### config.mk
export PLATFORM = sky130hd
export DESIGN_NAME = dac_spi_serializer
export DESIGN_NICKNAME = d
export VERILOG_FILES = /design/src/rtl/dac_spi_serializer.sv
export SDC_FILE = /design/constraint.sdc
export NUM_CORES = 1
export LEC_CHECK = 0
export ABC_CLOCK_PERIOD_IN_PS = 1900
export CORE_UTILIZATION = 45
export CTS_BUF_LIST = sky130_fd_sc_hd__clkbuf_8
export CTS_CLUSTER_SIZE = 25
export DETAILED_ROUTE_END_ITERATION = 7
export PLACE_DENSITY_LB_ADDON = 0.25
export SYNTH_ARGS = -nofsm -noshare
export SYNTH_HDL_FRONTEND = slang
export SYNTH_SLANG_ARGS = --single-unit
### constraint.sdc
create_clock -name i_Clock -period 1.9 [get_ports i_Clock]
set_input_delay 0.475 -clock i_Clock [delete_from_list [all_inputs] [get_ports i_Clock]]
set_output_delay 0.475 -clock i_Clock [all_outputs]
set_load 0.05 [all_outputs]
### src/rtl/dac_spi_serializer.sv
// dac_spi_serializer: SPI mode-0 transmitter for the stereo DAC output stage.
// Accepts one DATA_WIDTH-bit command word per handshake, shifts it out MSB-first.
// Ports:
//   i_Clock, i_Reset   system clock, synchronous active-high reset
//   i_Data, i_Send     word to send (sampled at acceptance), level send request
//   o_SPI_CS           chip select, active low
//   o_SPI_Clock        SCLK, idles low, DAC samples on rising edge
//   o_SPI_Data         MOSI, MSB first
//   o_Ready            high when idle and able to accept a word
//   o_LDAC             (only with DAC_LDAC_EN) active-low load pulse during the CS gap
// Optional build macro: DAC_LDAC_EN.
module dac_spi_serializer #(
  parameter int DATA_WIDTH = 24,
  parameter int CLK_DIV    = 4,
  parameter int CS_SETUP   = 2,
  parameter int CS_HOLD    = 2,
  parameter int CS_IDLE    = 2
) (
  input  logic                  i_Clock,
  input  logic                  i_Reset,
  input  logic [DATA_WIDTH-1:0] i_Data,
  input  logic                  i_Send,
  output logic                  o_SPI_CS,
  output logic                  o_SPI_Clock,
  output logic                  o_SPI_Data,
  output logic                  o_Ready
`ifdef DAC_LDAC_EN
  ,
  output logic                  o_LDAC
`endif
);

  localparam int BW = $clog2(DATA_WIDTH) + 1;
  localparam int CW = 16;

  localparam logic [CW-1:0] C_DIV   = CW'(CLK_DIV - 1);
  localparam logic [CW-1:0] C_SETUP = CW'(CS_SETUP - 1);
  localparam logic [CW-1:0] C_HOLD  = CW'(CS_HOLD - 1);
  localparam logic [CW-1:0] C_IDLE  = CW'(CS_IDLE - 1);

  typedef enum logic [2:0] {
    S_IDLE,
    S_SETUP,
    S_HIGH,
    S_LOW,
    S_HOLD,
    S_GAP
  } state_t;

  state_t                r_State, w_State;
  logic [CW-1:0]         r_Cnt, w_Cnt;
  logic [BW-1:0]         r_Bits, w_Bits;
  logic [DATA_WIDTH-1:0] r_Shift, w_Shift;
  logic                  r_MOSI, w_MOSI;
  logic                  r_CS;
  logic                  r_SCLK;
  logic                  r_Ready;
  logic                  r_LDAC;
  logic                  w_CS_Low;

  always_comb begin
    w_State = r_State;
    w_Cnt   = r_Cnt + CW'(1);
    w_Bits  = r_Bits;
    w_Shift = r_Shift;
    w_MOSI  = r_MOSI;
    unique case (r_State)
      S_IDLE: begin
        w_Cnt = '0;
        if (r_Ready && i_Send) begin
          w_State = S_SETUP;
          w_Shift = i_Data;
          w_MOSI  = i_Data[DATA_WIDTH-1];
          w_Bits  = BW'(DATA_WIDTH);
        end
      end
      S_SETUP: begin
        if (r_Cnt == C_SETUP) begin
          w_State = S_HIGH;
          w_Cnt   = '0;
        end
      end
      S_HIGH: begin
        if (r_Cnt == C_DIV) begin
          w_Cnt = '0;
          if (r_Bits == BW'(1)) begin
            w_State = S_HOLD;
          end else begin
            // Next bit goes out with the falling SCLK edge.
            w_State = S_LOW;
            w_Bits  = r_Bits - BW'(1);
            w_Shift = r_Shift << 1;
            w_MOSI  = r_Shift[DATA_WIDTH-2];
          end
        end
      end
      S_LOW: begin
        if (r_Cnt == C_DIV) begin
          w_State = S_HIGH;
          w_Cnt   = '0;
        end
      end
      S_HOLD: begin
        if (r_Cnt == C_HOLD) begin
          w_State = S_GAP;
          w_Cnt   = '0;
          w_MOSI  = 1'b0;
        end
      end
      S_GAP: begin
        if (r_Cnt == C_IDLE) begin
          w_State = S_IDLE;
          w_Cnt   = '0;
        end
      end
      default: begin
        w_State = S_IDLE;
        w_Cnt   = '0;
      end
    endcase
  end

  assign w_CS_Low = (w_State == S_SETUP) || (w_State == S_HIGH) ||
                    (w_State == S_LOW)   || (w_State == S_HOLD);

  // Pin outputs are registered from the next state so SCLK/CS never glitch.
  always_ff @(posedge i_Clock) begin
    if (i_Reset) begin
      r_State <= S_IDLE;
      r_Cnt   <= '0;
      r_Bits  <= '0;
      r_Shift <= '0;
      r_MOSI  <= 1'b0;
      r_CS    <= 1'b1;
      r_SCLK  <= 1'b0;
      r_Ready <= 1'b1;
      r_LDAC  <= 1'b1;
    end else begin
      r_State <= w_State;
      r_Cnt   <= w_Cnt;
      r_Bits  <= w_Bits;
      r_Shift <= w_Shift;
      r_MOSI  <= w_MOSI;
      r_CS    <= !w_CS_Low;
      r_SCLK  <= (w_State == S_HIGH);
      r_Ready <= (w_State == S_IDLE);
      r_LDAC  <= (w_State != S_GAP);
    end
  end

  assign o_SPI_CS    = r_CS;
  assign o_SPI_Clock = r_SCLK;
  assign o_SPI_Data  = r_MOSI;
  assign o_Ready     = r_Ready;

`ifdef DAC_LDAC_EN
  assign o_LDAC = r_LDAC;
`else
  logic w_Unused;
  assign w_Unused = r_LDAC;
`endif

endmodule
==> impl_metrics.tcl <==
set metrics [dict create \
    hold_depth 1 \
    first_pass_iters 5 \
    cp-start-kind "register" \
    async_flop_share 0 \
    num_io_pins 31 \
    grt_pass1_wl_um 10400 \
    cts_tree "built" \
    ys_warn_count 0 \
    hpwl_um 3920 \
    syn_nets 337 \
    slew_viol_final 0 \
    outcome "finished with violations" \
    gp_congestion 0.860 \
    synthTopCellsByArea "dfxtp_1 41%, a311oi_1 8.3%, nand2_1 8.0%, a21oi_1 5.9%, nor2_1 4.4%" \
    rows 27 \
    clk_pin_slew_ns 0.10 \
    setup-violations-final 17 \
    avgSynthCellArea_um2 8.32 \
    hold_path_class "register to register" \
    fin_crit_ns 1.98 \
    yosysUniqueCellTypes 43 \
    power_w 0.00318 \
    die_h_um 77.2 \
    grt.total_usage 0.215 \
    ys.flop_type "dfxtp_1" \
    rsz0062_at_grt "yes" \
    min_from "r_Cnt[0]$_SDFF_PP0_" \
    placed_cell_area_um2 3150 \
    drv_cap 0 \
    drive_gt1_frac 0.302 \
    cts_hold_buf 0 \
    vias 2548 \
    syn_area_um2 2540 \
    cpMostUsedCell "buf_6" \
    cp_slowest_cell "or4b_4" \
    worst_pin_slew_ns 0.446 \
    antenna_found_initial 0 \
    cts_inserted_buffers 5 \
    num_antenna_cells 0 \
    ys_top_cells_by_count "54 x nand2_1, 52 x dfxtp_1, 30 x a21oi_1, 30 x nor2_1, 24 x a311oi_1" \
    crit_path_end_kind "register" \
    final_cell_area_um2 3690 \
    grt_overflow_total 0 \
    reg2reg_to "r_Bits[1]$_SDFFE_PP0P_" \
    period_share 1.04 \
    vias_per_cell 5.79 \
    vdd_drop_max_v 0.000433 \
    core_um2 5470 \
    grt_pass1_vias 2292 \
    area_delta_synth_final_pct 44.9 \
    route.antenna.remaining_nets 0 \
    whs_endpoint "r_Cnt[0]$_SDFF_PP0_" \
    wl_per_cell_um 16.3 \
    dp.cells 419 \
    r2r-start "r_Bits[1]$_SDFFE_PP0P_" \
    rrSetupSlack_ns -0.08 \
    hold_ws_ns 0.454 \
    ys_ff_latch 52 \
    worstPathRequired_ns 2.09 \
    rr_worst_depth 9 \
    clk_latency_ns 0.31 \
    max_stage_delay_ns 0.49 \
    die_area_um2 5960 \
    crit_type "register to register" \
    finalClockSkew_ns 0.0140 \
    failed_checks "setup timing" \
    finalNonFillerCells 440 \
    synth_top_area_share 0.409 \
    max_slew_margin 0.701 \
    clock_sinks 52 \
    layout.nets 398 \
    arrival_ns 2.17 \
    syn_inst 306 \
    cts_root_buf "clkbuf_8" \
    path_delay_family "simple AND/OR/NAND/NOR gates" \
    p_leak_nw 1.34 \
    cts.path.max_buffers 2 \
    path_buf_inv 4 \
    die_w_um 77.2 \
    seq_area_frac_synth 0.409 \
    drt_iter0_drc 181 \
    remaining_drc_errors 0 \
    start_util 0.465 \
    cp_cell_sequence "inv_2 -> ha_4 -> or4b_4 -> o31ai_4 -> buf_6 -> buf_6 -> buf_6 -> or4_1 -> a21oi_1" \
    port_buffers 30 \
    synth.most_common_cell "nand2_1" \
    synth_edf_count 0 \
    yosys.area.top_type "dfxtp_1" \
    pre_cts_slack_ns -0.200 \
    routed_wl_um 7150 \
    hold_viol_final 0 \
    clock.fmax_mhz 506 \
    grt_max_degree 30 \
    layout_setup_ws_ns -0.0769 \
    worst-path-max-fanout 5 \
    cts_htree_levels 2 \
    power_density_nw_per_um2 863 \
]
[final cells by class]
| class | count | area (µm²) |
|---|---|---|
| tap | 72 | 90.1 |
| multi-input combinational | 224 | 1640 |
| fill | 427 | 1780 |
| inverter | 8 | 30.0 |
| clock inverter | 3 | 20.0 |
| clock buffer | 5 | 68.8 |
| sequential | 52 | 1050 |
| timing repair buffer | 76 | 788 |
[logic make-up after synthesis]
logic type | count (synthesis) | synth area share
simple gates | 123 | 0.246
flops | 52 | 0.409
buf+inv | 30 | 0.0497
fa+ha+maj | 4 | 0.0197
xor+xnor | 15 | 0.0516
compound gates | 82 | 0.224
[state kept, by name (all words and copies together), names as in the netlist]
| name | count |
|---|---|
| o_SPI_Clock | 1 |
| o_SPI_Data | 1 |
| r_Shift | 23 |
| o_Ready | 1 |
| r_State | 3 |
| r_Bits | 6 |
| o_SPI_CS | 1 |
| r_Cnt | 16 |
[routing by layer]
layer  vias up  routed length [µm]  share of wire  global-route usage
li1       1235                   -              -                   -
met1      1219                3150           0.44               0.281
met2        77                3500           0.49               0.354
met3        17                 348          0.049              0.0345
met4         0                 143          0.020              0.0792
met5         -                   0              0                   0
[worst max-delay path by stage]
| stage | cells past startpoint | start | slack, ns | to |
|---|---|---|---|---|
| after floorplan | 7 | r_Cnt[0]$_SDFF_PP0_ | 0.005 | r_Bits[1]$_SDFFE_PP0P_ |
| after global placement | 6 | i_Send | -0.17 | r_Shift[18]$_SDFFE_PP0P_ |
| after detailed placement | 6 | i_Send | -0.20 | r_Shift[21]$_SDFFE_PP0P_ |
| after CTS | 7 | r_Bits[1]$_SDFFE_PP0P_ | -0.03 | r_Shift[21]$_SDFFE_PP0P_ |
| after global routing | 9 | r_Bits[1]$_SDFFE_PP0P_ | -0.14 | r_Bits[1]$_SDFFE_PP0P_ |
| final | 9 | r_Bits[1]$_SDFFE_PP0P_ | -0.08 | r_Bits[1]$_SDFFE_PP0P_ |
[power by group]
group	leakage, nW	internal, W	switching (W)
Sequential	0.429	0.00123	0.0000913
Clock	0.0455	0.000258	0.000383
Combinational	0.863	0.000583	0.000640
[timing repair]
| action | CTS | global route |
|---|---|---|
| pin swaps | 5 | 35 |
| endpoints found under the setup margin | 31 | 36 |
| gates cloned | 0 | 5 |
| resized for setup | 18 | 44 |
| setup buffers | 4 | 4 |
[through the flow]
stage	utilization	setup TNS [ns]
2_1_floorplan	-	0
3_3_place_gp	0.575	-4.31
3_5_place_dp	0.575	-4.73
4_1_cts	0.610	-0.220
5_1_grt	0.674	-2.56
6_report	0.674	-0.334
[layout by cell type, fill, tap and decap left out, drive strengths merged]
cell type,instances
clkinvlp,1
dfxtp,52
nor3b,2
a21o,1
and4,2
clkinv,1
a221oi,1
clkbuf,8
inv,9
nor4b,2
nand2,54
o31ai,5
buf,47
ha,4
a31oi,3
and3,3
nor2,30
nor3,6
o22ai,1
or4,2
xnor2,7
a211oi,1
a311oi,24
nand2b,2
a2bb2oi,2
or4b,1
nor4,6
a21oi,31
nand4,9
o21ai,7
nand3,4
a22o,1
o21a,1
clkdlybuf4s50,26
a31o,1
o31a,2
xor2,8
a22oi,1
No activity file was read; power rests on OpenSTA's default activity.
